<file path="src/rtl/apb_pkg.sv">
// Shared APB definitions: state encoding, bus widths, command/response
// bundles and the wait-counter sizing helper.
package apb_pkg;

    localparam int APB_ADDR_W = 8;
    localparam int APB_DATA_W = 8;

    typedef enum logic [1:0] {
        ST_IDLE   = 2'd0,
        ST_SETUP  = 2'd1,
        ST_ACCESS = 2'd2
    } apb_state_e;

    typedef struct packed {
        logic                  write;
        logic [APB_ADDR_W-1:0] addr;
        logic [APB_DATA_W-1:0] wdata;
    } apb_cmd_t;

    typedef struct packed {
        logic                  err;
        logic [APB_DATA_W-1:0] rdata;
    } apb_rsp_t;

    // clog2(timeout+1), never narrower than one bit
    function automatic int wait_cnt_w(input int timeout);
        int w;
        w = $clog2(timeout + 1);
        return (w < 1) ? 1 : w;
    endfunction

endpackage

</file>
<file path="src/rtl/apb_master_if.sv">
// Command/response stream plus APB bus signals of the APB requester.
interface apb_master_if
    import apb_pkg::*;
#(
    parameter int ADDR_W = APB_ADDR_W,
    parameter int DATA_W = APB_DATA_W
) ();

    logic              cmd_valid;
    logic              cmd_ready;
    logic              cmd_write;
    logic [ADDR_W-1:0] cmd_addr;
    logic [DATA_W-1:0] cmd_wdata;
    logic              rsp_valid;
    logic [DATA_W-1:0] rsp_rdata;
    logic              rsp_err;
    logic              psel;
    logic              penable;
    logic              pwrite;
    logic [ADDR_W-1:0] paddr;
    logic [DATA_W-1:0] pwdata;
    logic [DATA_W-1:0] prdata;
    logic              pready;

    modport master (
        input  cmd_valid, cmd_write, cmd_addr, cmd_wdata,
        input  prdata, pready,
        output cmd_ready, rsp_valid, rsp_rdata, rsp_err,
        output psel, penable, pwrite, paddr, pwdata
    );

    modport slave (
        output cmd_valid, cmd_write, cmd_addr, cmd_wdata,
        output prdata, pready,
        input  cmd_ready, rsp_valid, rsp_rdata, rsp_err,
        input  psel, penable, pwrite, paddr, pwdata
    );

endinterface

</file>
<file path="src/rtl/apb_wait_timer.sv">
// Saturating ACCESS wait counter with clear, enable and timeout compare.
module apb_wait_timer
    import apb_pkg::*;
#(
    parameter int TIMEOUT = 16
) (
    input  logic i_clk,
    input  logic i_rst,
    input  logic i_clr,
    input  logic i_en,
    output logic o_expire
);

    localparam int W = wait_cnt_w(TIMEOUT);
    localparam int unsigned LASTI = (TIMEOUT == 0) ? 0 : TIMEOUT - 1;
    localparam logic [W-1:0] LAST = W'(LASTI);

    logic [W-1:0] r_cnt;

    always_ff @(posedge i_clk or posedge i_rst) begin
        if (i_rst) begin
            r_cnt <= '0;
        end else if (i_clr) begin
            r_cnt <= '0;
        end else if (i_en && (r_cnt != '1)) begin
            r_cnt <= r_cnt + W'(1);
        end
    end

    // fires on the edge that would make the count reach TIMEOUT
    assign o_expire = (TIMEOUT != 0) && i_en && (r_cnt == LAST);

endmodule

</file>
<file path="src/rtl/apb_master.sv">
// APB requester: turns a valid/ready command stream into SETUP/ACCESS
// transfers and returns a single-cycle response pulse.
module apb_master
    import apb_pkg::*;
#(
    parameter int ADDR_W  = APB_ADDR_W,
    parameter int DATA_W  = APB_DATA_W,
    parameter int TIMEOUT = 16
) (
    input  logic pclk,
    input  logic prst,
    apb_master_if.master bus
);

    apb_state_e        r_state, w_state_nx;
    logic              r_psel, w_psel_nx;
    logic              r_penable, w_penable_nx;
    logic              r_pwrite, w_pwrite_nx;
    logic [ADDR_W-1:0] r_paddr, w_paddr_nx;
    logic [DATA_W-1:0] r_pwdata, w_pwdata_nx;
    logic              r_rsp_valid, w_rsp_valid_nx;
    logic [DATA_W-1:0] r_rsp_rdata, w_rsp_rdata_nx;
    logic              r_rsp_err, w_rsp_err_nx;

    logic w_accept;
    logic w_setup;
    logic w_wait;
    logic w_expire;

    assign bus.cmd_ready = (r_state == ST_IDLE) ||
                           ((r_state == ST_ACCESS) && bus.pready);
    assign w_accept = bus.cmd_valid && bus.cmd_ready;
    assign w_setup  = (r_state == ST_SETUP);
    assign w_wait   = (r_state == ST_ACCESS) && !bus.pready;

    apb_wait_timer #(
        .TIMEOUT (TIMEOUT)
    ) u_timer (
        .i_clk    (pclk),
        .i_rst    (prst),
        .i_clr    (w_setup),
        .i_en     (w_wait),
        .o_expire (w_expire)
    );

    always_comb begin
        w_state_nx     = r_state;
        w_psel_nx      = r_psel;
        w_penable_nx   = r_penable;
        w_pwrite_nx    = r_pwrite;
        w_paddr_nx     = r_paddr;
        w_pwdata_nx    = r_pwdata;
        w_rsp_valid_nx = 1'b0;
        w_rsp_rdata_nx = r_rsp_rdata;
        w_rsp_err_nx   = r_rsp_err;
        unique case (r_state)
            ST_IDLE: begin
                if (w_accept) begin
                    w_pwrite_nx  = bus.cmd_write;
                    w_paddr_nx   = bus.cmd_addr;
                    w_pwdata_nx  = bus.cmd_wdata;
                    w_psel_nx    = 1'b1;
                    w_penable_nx = 1'b0;
                    w_state_nx   = ST_SETUP;
                end
            end
            ST_SETUP: begin
                w_penable_nx = 1'b1;
                w_state_nx   = ST_ACCESS;
            end
            ST_ACCESS: begin
                if (bus.pready) begin
                    w_rsp_valid_nx = 1'b1;
                    w_rsp_rdata_nx = r_pwrite ? '0 : bus.prdata;
                    w_rsp_err_nx   = 1'b0;
                    w_penable_nx   = 1'b0;
                    // back-to-back: next command goes straight to SETUP
                    if (w_accept) begin
                        w_pwrite_nx = bus.cmd_write;
                        w_paddr_nx  = bus.cmd_addr;
                        w_pwdata_nx = bus.cmd_wdata;
                        w_state_nx  = ST_SETUP;
                    end else begin
                        w_psel_nx  = 1'b0;
                        w_state_nx = ST_IDLE;
                    end
                end else if (w_expire) begin
                    w_psel_nx      = 1'b0;
                    w_penable_nx   = 1'b0;
                    w_rsp_valid_nx = 1'b1;
                    w_rsp_rdata_nx = '0;
                    w_rsp_err_nx   = 1'b1;
                    w_state_nx     = ST_IDLE;
                end
            end
            default: begin
                w_psel_nx    = 1'b0;
                w_penable_nx = 1'b0;
                w_state_nx   = ST_IDLE;
            end
        endcase
    end

    always_ff @(posedge pclk or posedge prst) begin
        if (prst) begin
            r_state     <= ST_IDLE;
            r_psel      <= 1'b0;
            r_penable   <= 1'b0;
            r_pwrite    <= 1'b0;
            r_paddr     <= '0;
            r_pwdata    <= '0;
            r_rsp_valid <= 1'b0;
            r_rsp_rdata <= '0;
            r_rsp_err   <= 1'b0;
        end else begin
            r_state     <= w_state_nx;
            r_psel      <= w_psel_nx;
            r_penable   <= w_penable_nx;
            r_pwrite    <= w_pwrite_nx;
            r_paddr     <= w_paddr_nx;
            r_pwdata    <= w_pwdata_nx;
            r_rsp_valid <= w_rsp_valid_nx;
            r_rsp_rdata <= w_rsp_rdata_nx;
            r_rsp_err   <= w_rsp_err_nx;
        end
    end

    assign bus.psel      = r_psel;
    assign bus.penable   = r_penable;
    assign bus.pwrite    = r_pwrite;
    assign bus.paddr     = r_paddr;
    assign bus.pwdata    = r_pwdata;
    assign bus.rsp_valid = r_rsp_valid;
    assign bus.rsp_rdata = r_rsp_rdata;
    assign bus.rsp_err   = r_rsp_err;

endmodule

</file>
<file path="src/flat_wrapper.sv">
// flat-port wrapper written by rule: the top's interface ports become plain ports
module apb_master_flat import apb_pkg::*;
#(
    parameter int ADDR_W  = APB_ADDR_W,
    parameter int DATA_W  = APB_DATA_W,
    parameter int TIMEOUT = 16
)
  (pclk, prst, bus_cmd_valid, bus_cmd_write, bus_cmd_addr, bus_cmd_wdata, bus_prdata, bus_pready, bus_cmd_ready, bus_rsp_valid, bus_rsp_rdata, bus_rsp_err, bus_psel, bus_penable, bus_pwrite, bus_paddr, bus_pwdata);
  apb_master_if #(.ADDR_W(ADDR_W), .DATA_W(DATA_W)) bus_i ();
  input  logic pclk;
  input  logic prst;
  input wire logic [$bits(bus_i.cmd_valid)-1:0] bus_cmd_valid;
  input wire logic [$bits(bus_i.cmd_write)-1:0] bus_cmd_write;
  input wire logic [$bits(bus_i.cmd_addr)-1:0] bus_cmd_addr;
  input wire logic [$bits(bus_i.cmd_wdata)-1:0] bus_cmd_wdata;
  input wire logic [$bits(bus_i.prdata)-1:0] bus_prdata;
  input wire logic [$bits(bus_i.pready)-1:0] bus_pready;
  output wire logic [$bits(bus_i.cmd_ready)-1:0] bus_cmd_ready;
  output wire logic [$bits(bus_i.rsp_valid)-1:0] bus_rsp_valid;
  output wire logic [$bits(bus_i.rsp_rdata)-1:0] bus_rsp_rdata;
  output wire logic [$bits(bus_i.rsp_err)-1:0] bus_rsp_err;
  output wire logic [$bits(bus_i.psel)-1:0] bus_psel;
  output wire logic [$bits(bus_i.penable)-1:0] bus_penable;
  output wire logic [$bits(bus_i.pwrite)-1:0] bus_pwrite;
  output wire logic [$bits(bus_i.paddr)-1:0] bus_paddr;
  output wire logic [$bits(bus_i.pwdata)-1:0] bus_pwdata;
  assign bus_i.cmd_valid = bus_cmd_valid;
  assign bus_i.cmd_write = bus_cmd_write;
  assign bus_i.cmd_addr = bus_cmd_addr;
  assign bus_i.cmd_wdata = bus_cmd_wdata;
  assign bus_i.prdata = bus_prdata;
  assign bus_i.pready = bus_pready;
  assign bus_cmd_ready = bus_i.cmd_ready;
  assign bus_rsp_valid = bus_i.rsp_valid;
  assign bus_rsp_rdata = bus_i.rsp_rdata;
  assign bus_rsp_err = bus_i.rsp_err;
  assign bus_psel = bus_i.psel;
  assign bus_penable = bus_i.penable;
  assign bus_pwrite = bus_i.pwrite;
  assign bus_paddr = bus_i.paddr;
  assign bus_pwdata = bus_i.pwdata;
  apb_master #(.ADDR_W(ADDR_W), .DATA_W(DATA_W), .TIMEOUT(TIMEOUT)) u_core (.pclk(pclk), .prst(prst), .bus(bus_i));
endmodule
</file>
<file path="config.mk">
export PLATFORM = sky130hd
export DESIGN_NAME = apb_master_flat
export DESIGN_NICKNAME = d
export VERILOG_FILES = /design/src/rtl/apb_pkg.sv /design/src/rtl/apb_master_if.sv /design/src/rtl/apb_wait_timer.sv /design/src/rtl/apb_master.sv /design/src/flat_wrapper.sv
export SDC_FILE = /design/constraint.sdc
export NUM_CORES = 1
export LEC_CHECK = 0
export BUFFER_PORTS_ARGS = -buffer_cell sky130_fd_sc_hd__buf_2
export CORE_AREA = 5 5 66 68
export CTS_CLUSTER_SIZE = 40
export DETAILED_ROUTE_END_ITERATION = 8
export DIE_AREA = 0 0 71 73
export GPL_TIMING_DRIVEN = 0
export PLACE_DENSITY = 0.77
export SYNTH_ARGS = -nofsm -noshare
export SYNTH_HDL_FRONTEND = slang
export SYNTH_SLANG_ARGS = --single-unit
</file>
<file path="constraint.sdc">
create_clock -name pclk -period 1.81 [get_ports pclk]
set_clock_uncertainty 0.2 [all_clocks]
set_input_delay 0.362 -clock pclk [delete_from_list [all_inputs] [get_ports pclk]]
set_output_delay 0.362 -clock pclk [all_outputs]
set_load 0.005 [all_outputs]
</file>
; After elaboration in Yosys (flattened, before gate mapping)
; Index checks and enable logic that the tools add are counted.
[word_totals]
output_inout_bits = 30
inputBits = 29
reg_bits = 36
[classes]
mux = 32
n_reduce_logical = 15
bitwise = 1
eq_ne = 8
addsub = 1
[ops]
columns = op, n
row1 = $mux 8, 7
row2 = $pmux 8 s2, 2
row3 = $mux 1, 14
row4 = $mux 5, 2
row5 = $mux 2, 3
row6 = $ne 3x3->1 const B, 2
row7 = $pmux 1 s3, 2
row8 = $pmux 2 s3, 1
row9 = $reduce_and 2->1, 3
row10 = $reduce_bool 2->1, 3
row11 = $add 5x1->5 const B, 1
row12 = $eq 5x4->1 const B, 1
row13 = $logic_and 1x1->1, 5
row14 = $ne 5x5->1 const B, 1
row15 = $reduce_and 4->1, 1
row16 = $eq 2x1->1 const B, 1
row17 = $eq 2x2->1 const B, 1
row18 = $logic_not 2->1, 1
row19 = $ne 2x1->1 const B, 1
row20 = $ne 2x2->1 const B, 1
row21 = $pmux 1 s2, 1
row22 = $logic_not 1->1, 1
row23 = $logic_or 1x1->1, 1
row24 = $not 1->1, 1

; Logic depth before layout (Yosys ltp)
; Gate-level depths: netlist (run 1).
[depth]
ltp_word = 7
ltp_mapped = 6
depth_no_buf = 6

; Hierarchy
; From an unflattened synthesis (run 1), not the netlist that was laid out.
[hier_totals]
hier_cells = 103
area_unflattened_um2 = 1478.9
[by_module_without_submodules]
columns = module, cells_per_inst, instances, area_per_inst_um2, seq_area_each_um2
row1 = apb_master, 77, 1, 1194.9, 750.7
row2 = apb_wait_timer, 26, 1, 284.0, 125.1

; Worst setup path before layout (run 1)
; OpenSTA, ideal clock, no wires.
[synth_path]
path_type = flip-flop to flip-flop
startpoint = register u_core.u_timer.r_cnt[0]
endpoint = register u_core.u_timer.r_cnt[4]
setup_slack_ps = -128
required_time_ps = 1544
arrival_ps = 1672
stages_incl_launch_ff = 7
path_buffers = 0
path_cell_list = dfrtp_1 -> ha_1 -> and3_1 -> ha_1 -> or4_1 -> o21ai_0 -> a22o_1
[synth_between]
elab_chain_len = 3
elab_cells_between_ends = 6
[synth_lines]
columns = item, line
row1 = "start, declared", apb_wait_timer.sv:18  ; logic [W-1:0] r_cnt;
row2 = "start signal, assigned", apb_wait_timer.sv:26  ; r_cnt <= r_cnt + W'(1);
row3 = $add 5x1->5 or $ne 5x5->1 (tied branches), "apb_wait_timer.sv:26, apb_wait_timer.sv:25"
row4 = $mux 5 or $logic_and 1x1->1 (tied branches), apb_wait_timer.sv:25  ; end else if (i_en && (r_cnt != '1)) begin
row5 = $mux 5 or $reduce_bool 2->1 (tied branches), --
; Several ways; a longest one is shown, not always the timed one. The select of a mux whose other input is x is not followed.
; A chain may end at the register's enable or synchronous reset.

; Worst setup path in the final report (run 1)
[layout_path]
startpoint = register u_core.u_timer.r_cnt[0]
endpoint = register u_core.u_timer.r_cnt[3]
; The elaborated chain is that of the path after synthesis.

==> run_results.csv, run 1 <==
group,metric,value,unit
logic_synthesis,yosysWarnings,0,
routing,antenna_left,0,
finish,finalNonFillerCells,232,
finish,layout-drive-gt1-share,0.582,
routing,dr.pass1.iters,4,
critical_path,start_kind,"flop",
logic_synthesis,synth_cells,112,
floorplanning,fp.dieH,73,um
global_route,use_met3,0.0427,
global_route,busiest_layer,"met2",
clock_network,clk_latency,0.29,ns
critical_path,path_class,"reg2reg",
logic_synthesis,ys_seq_area_frac,0.567,
place,place.gp.congestion,0.875,
critical_path,reg2reg_depth,7,
flow_run,drv_cap,0,
global_route,antenna_found_initial,0,
power,sw_frac_of_total,0.292,
power,p_int,1.75,mW
sta,postLayoutSetupSlackWorst,-0.104,ns
power,p_sw,720,uW
clock_network,postCtsHoldBufs,0,
clock_network,cts.clk_slew.worst_paths,0.07,ns
sta,fin_crit,1.91,ns
global_route,grtUsageTotal,0.143,
critical_path,cp.buffers_inverters,1,
clock_network,cts_buffer_depth,2,
finish,antennaDiodeCount,0,
sta,worst_pin_slew,0.714,ns
place,io_buffers,57,
floorplanning,core-area,3800,um^2
sta,rsz0062_at_grt,"true",
sta,holdWs,-0.0198,ns
floorplanning,initial_utilization,0.406,
logic_synthesis,ys_ff_latch,35,
clock_network,cts_max_level,2,
power,peakVddDrop,0.625,mV
routing,dr.first_iter.drc_count,77,
routing,vias,1157,
global_route,grt_use_met1,0.169,
power,combPwrFrac,0.308,
critical_path,crit_arrival,1.94,ns
finish,syn2layout_area_growth,35.8,%
logic_synthesis,syn_nets,144,
global_route,overflow,0,
floorplanning,die_width,71,um
min_path,min_path_type,"in2async",
floorplanning,ios,59,
place,dp_hpwl,2.38,mm
sta,setup_tns,-0.427,ns
global_route,grt_first_pass_wirelength,5.79,mm
critical_path,crit_fanout,3,
floorplanning,dieArea,5180,um^2
place,place_ws,-0.147,ns
sta,setup_viol,5,
critical_path,cpLargestDelayFamily,"simple AND/OR/NAND/NOR gates",
routing,drc,0,
clock_network,tritoncts,"built",
clock_network,root_buffer,"clkbuf_8",
global_route,grt_pass1_vias,1211,
finish,fin_nets,213,
logic_synthesis,synth.cell_area,1540,um^2
sta,final_hold_viol_count,35,
routing,vias_per_cell,4.99,
sta,slew_headroom,0.523,
floorplanning,num_rows,23,
clock_network,cts_made_buffers,5,
critical_path,end_kind,"flop",
global_route,grtUsageMet2,0.243,
global_route,grt_max_degree,36,
logic_synthesis,synth_cell_type_count,33,
critical_path,slowest_delay,0.39,ns
finish,fill_cells,344,
run_status,violations,"hold timing, setup timing",
critical_path,cp_slowest_cell,"dfrtp_1",
place,place_inst,219,
routing,wl_per_cell,15.4,um
critical_path,path_depth,7,
clock_network,clock_sinks,35,
routing,wl,3.57,mm
power,pwr-share-seq,0.448,
sta,clock.fmax,522,MHz
power,powerDensity,1180,nW/um^2
sta,slew_violations,0,
logic_synthesis,avgSynthCellArea,13.8,um^2
critical_path,crit_chain,"ha_2, and3_4, ha_4, buf_4, and4bb_2, nand4_1, nand3_1",
power,leakagePower,1.07,nW
critical_path,worstPathRequired,1.83,ns
power,pwr-share-clk,0.244,
run_status,status,"complete, but fails checks",
sta,min_period_over_period,1.06,
per-layer routing:
| metal | wire, um | part of all wire |
|---|---|---|
| met1 | 1370 | 0.38 |
| met2 | 1940 | 0.54 |
| met3 | 190 | 0.053 |
| met4 | 68 | 0.019 |
| met5 | 0 | 0 |
placed cells by master, fill, tap and decap left out, drive strengths merged:
cell type,instances
nor2b,2
inv,6
a21o,1
clkinv,1
nor3,1
buf,67
ha,3
a31o,1
or4,1
and4bb,1
a21oi,6
and3,3
o21ai,3
o32ai,1
nor3b,1
and3b,2
nand4,1
nor4,1
dfrtp,35
a22o,11
nand3,2
a31oi,1
a311o,1
clkbuf,8
and2,1
nand2,1
nor2,3
mux2,17
worst reg2reg max path: stages (launching register included):
cell	delay, ns
dfrtp_1	0.39
ha_2	0.20
and3_4	0.20
ha_4	0.16
buf_4	0.15
and4bb_2	0.31
nand4_1	0.12
nand3_1	0.12
logic make-up (layout without fill, tap and decap cells):
kind of cell,Yosys count,in the layout,share of synthesized area
buffers and inverters,12,82,0.0527
AOI/OAI and AO/OA,25,25,0.121
muxes,17,17,0.146
and+or+nand+nor,20,20,0.0891
adders and majority gates,3,3,0.0243
DFF,35,35,0.567
Yosys cell counts:
cell type / count / area, um^2
clkbuf_1: 1 / 3.75
nor4_1: 1 / 6.26
o21ai_0: 2 / 10.0
a311o_1: 1 / 10.0
nand4_1: 1 / 6.26
a21o_1: 1 / 7.51
a22o_1: 11 / 96.3
buf_2: 1 / 5.00
buf_12: 1 / 20.0
mux2_2: 8 / 90.1
and3_1: 3 / 18.8
nor3_1: 1 / 5.00
nand2_1: 1 / 3.75
nor2b_4: 1 / 13.8
nand3_1: 2 / 10.0
nor3b_2: 1 / 12.5
nor2_1: 3 / 11.3
or4_1: 1 / 7.51
buf_4: 1 / 7.51
nor2b_1: 1 / 6.26
a31oi_1: 1 / 6.26
o21ai_2: 1 / 8.76
and4bb_2: 1 / 12.5
ha_1: 3 / 37.5
dfrtp_1: 35 / 876
and3b_1: 2 / 17.5
a31o_2: 1 / 8.76
mux2_4: 9 / 135
inv_1: 6 / 22.5
a21oi_1: 6 / 30.0
o32ai_1: 1 / 8.76
and2_1: 1 / 6.26
buf_6: 2 / 22.5
what timing repair did:
action | 4_1_cts | 5_1_grt
resized for setup | 3 | 7
endpoints found under the setup margin | 14 | 12
buffers inserted | 3 | 2
pin swaps | 1 | 7
power by group through the flow:
stage	combinational, mW	sequential [mW]	clock [mW]
finish	0.759	1.11	0.600
global route	0.829	1.14	0.650
global placement	0.674	1.12	0
detailed placement	0.693	1.13	0
CTS	0.729	1.11	0.612
floorplan	0.374	1.14	0
layout make-up:
| type | instances | area, um^2 | share of cell area |
|---|---|---|---|
| multi-input combinational | 65 | 659 | 0.314 |
| inverter | 6 | 22.5 | 0.0107 |
| clock inverter | 1 | 8.76 | 0.00418 |
| buffer | 6 | 58.8 | 0.0280 |
| tap | 50 | 62.6 | 0.0298 |
| timing repair buffer | 62 | 323 | 0.154 |
| clock buffer | 7 | 86.3 | 0.0412 |
| sequential | 35 | 876 | 0.418 |
final timing paths:
path                                    startpoint                       to  slack [ns]
max                        u_core.u_timer.r_cnt[0]  u_core.u_timer.r_cnt[3]       -0.10
min in group pclk                    bus_prdata[3]  u_core.bus.rsp_rdata[3]        0.09
min reg2reg                u_core.bus.rsp_rdata[6]  u_core.bus.rsp_rdata[6]        0.30
max reg2reg                u_core.u_timer.r_cnt[0]  u_core.u_timer.r_cnt[3]       -0.10
min                                           prst      u_core.bus.paddr[3]       -0.02
max in group asynchronous                     prst     u_core.bus.rsp_valid        0.97
per-stage QoR:
step	area, um^2	power (mW)	utilization	hold WS [ns]
3_5_place_dp	1900	1.82	0.501	0.289
5_1_grt	2100	2.62	0.552	0.0634
3_3_place_gp	1900	1.79	0.501	0.285
2_1_floorplan	1550	1.51	-	0.294
6_report	2100	2.47	0.552	-0.0198
4_1_cts	2040	2.45	0.538	0.0841
state kept, by name, summed over array words and instances (netlist names):
name                  flops
u_core.bus.rsp_rdata      8
u_core.bus.psel           1
u_core.u_timer.r_cnt      5
u_core.bus.rsp_valid      1
u_core.r_state            2
u_core.bus.rsp_err        1
u_core.bus.pwrite         1
u_core.bus.pwdata         8
u_core.bus.paddr          8
Power figures use the tool's default switching activity.
==> inputs of run 2 (changes only) <==
Settings changed: BUFFER_PORTS_ARGS -buffer_cell sky130_fd_sc_hd__buf_2 to -buffer_cell sky130_fd_sc_hd__buf_4, CTS_CLUSTER_DIAMETER from default to 60.
==> run 2 against run 1 <==
Cell count decreased by 0.86%. The flow still finishes with violations (hold timing, setup timing). Hold slack improved by 0.010 ns. Largest cell class unchanged. Worst setup slack got worse by 0.020 ns. Wire length increased by 4.1%. Critical path depth decreased by 1. Combinational power increased by 12%. Critical endpoint is now u_core.u_timer.r_cnt[4]. Largest power group unchanged. Sequential share of layout area decreased by 1.8 points. First-iteration DRC count decreased by 34%.
==> run_results.csv, run 2 (synthesis results as in run 1) <==
group,metric,value,unit
routing,antenna_left,0,
critical_path,slowest_delay,0.46,ns
sta,worst_pin_slew,0.707,ns
sta,min_period_over_period,1.07,
floorplanning,num_rows,23,
min_path,min_path_type,"in2async",
sta,slew_headroom,0.528,
routing,wl_per_cell,16.2,um
routing,vias,1154,
critical_path,path_class,"reg2reg",
critical_path,reg2reg_slack,-0.12,ns
sta,postLayoutSetupSlackWorst,-0.124,ns
sta,slew_violations,0,
clock_network,tritoncts,"built",
finish,antennaDiodeCount,0,
flow_run,drv_cap,0,
clock_network,clk_latency,0.28,ns
routing,drc,0,
critical_path,start_kind,"flop",
sta,fin_crit,1.93,ns
routing,vias_per_cell,5.02,
run_status,violations,"hold timing, setup timing",
sta,holdWs,-0.00940,ns
critical_path,worstPathRequired,1.84,ns
finish,fin_area,2190,um^2
global_route,antenna_found_initial,0,
finish,final_core_util,0.577,
finish,layout-drive-gt1-share,0.561,
clock_network,cts_buffer_depth,2,
power,peakVddDrop,0.610,mV
routing,wl,3.72,mm
clock_network,cts_max_level,2,
critical_path,cpLargestDelayFamily,"simple AND/OR/NAND/NOR gates",
sta,clock.fmax,517,MHz
floorplanning,dieArea,5180,um^2
floorplanning,fp.dieH,73,um
floorplanning,initial_utilization,0.406,
clock_network,cts_made_buffers,5,
sta,final_hold_viol_count,8,
place,place.gp.congestion,0.857,
finish,fin_nets,211,
power,powerDensity,1150,nW/um^2
clock_network,clock_sinks,35,
finish,final_cell_mix,"61 x buf_4, 35 x dfrtp_1, 11 x a22o_1",
clock_network,cts.clk_slew.worst_paths,0.07,ns
critical_path,cp_slowest_cell,"or4_1",
global_route,overflow,0,
place,dp_hpwl,2.72,mm
routing,dr.first_iter.drc_count,51,
critical_path,end_kind,"flop",
global_route,grtUsageTotal,0.151,
routing,dr.pass1.iters,4,
global_route,grt_pass1_vias,1280,
critical_path,crit_chain,"ha_2, and3_4, ha_4, or4_1, o21ai_1, a22o_1",
floorplanning,die_width,71,um
place,placed_area,2040,um^2
sta,setup_viol,5,
place,io_buffers,57,
run_status,status,"complete, but fails checks",
sta,rsz0062_at_grt,"true",
finish,final_common_cell,"buf_4",
global_route,grt_first_pass_wirelength,6.09,mm
floorplanning,ios,59,
critical_path,crit_arrival,1.96,ns
critical_path,crit_fanout,5,
clock_network,root_buffer,"clkbuf_8",
floorplanning,core-area,3800,um^2
finish,syn2layout_area_growth,42.1,%
power,leakagePower,1.08,nW
critical_path,cp.buffers_inverters,0,
global_route,grt_max_degree,36,
==> run 2: layer usage <==
| metal | vias to the layer above | GRT usage | wire length, um |
|---|---|---|---|
| met1 | 580 | 0.162 | 1390 |
| met3 | 9 | 0.0468 | 152 |
| li1 | 538 | - | - |
| met4 | 0 | 0.0710 | 82 |
| met5 | - | 0 | 0 |
| met2 | 27 | 0.272 | 2090 |
==> run 2: where the power goes <==
| group | internal, mW | switching (mW) | total [mW] |
|---|---|---|---|
| Combinational | 0.539 | 0.310 | 0.850 |
| Sequential | 0.991 | 0.138 | 1.13 |
| Clock | 0.269 | 0.277 | 0.546 |
==> run 2: per-stage QoR <==
stage	power, mW	TNS, ns	worst slack (ns)	cells
detailed placement	1.97	-2.47	-0.173	219
global placement	1.92	-0.373	-0.129	219
global route	2.67	-0.706	-0.178	230
CTS	2.54	-0.221	-0.131	229
finish	2.52	-0.407	-0.124	230
floorplan	1.51	-0.0495	-0.0495	112
==> run 2: final timing paths <==
| kind | startpoint | endpoint | depth (start not counted) |
|---|---|---|---|
| worst max-delay path | u_core.u_timer.r_cnt[1] | u_core.u_timer.r_cnt[4] | 6 |
| worst min-delay path | prst | u_core.bus.paddr[3] | 2 |
| worst max register to register | u_core.u_timer.r_cnt[1] | u_core.u_timer.r_cnt[4] | 6 |
| worst min register to register | u_core.bus.rsp_rdata[7] | u_core.bus.rsp_rdata[7] | 1 |
| max in group asynchronous | prst | u_core.bus.rsp_rdata[2] | 2 |
| min in group pclk | bus_prdata[7] | u_core.bus.rsp_rdata[7] | 2 |
==> run 2: what timing repair did <==
action	4_1_cts	5_1_grt
hold buffers	0	0
gates resized for setup	3	3
buffers inserted	2	1
pin swaps	1	4
endpoints found under the setup margin	14	13
gates cloned	0	0
==> run 2: area by class of cell <==
type	instances	area [um^2]
multi-input cells	65	638
repair buffers	60	450
well taps	50	62.6
clock inverters	2	12.5
fillers	333	1610
inverters	6	22.5
clock buffers	6	72.6
plain buffers	6	58.8
flip-flops and latches	35	876
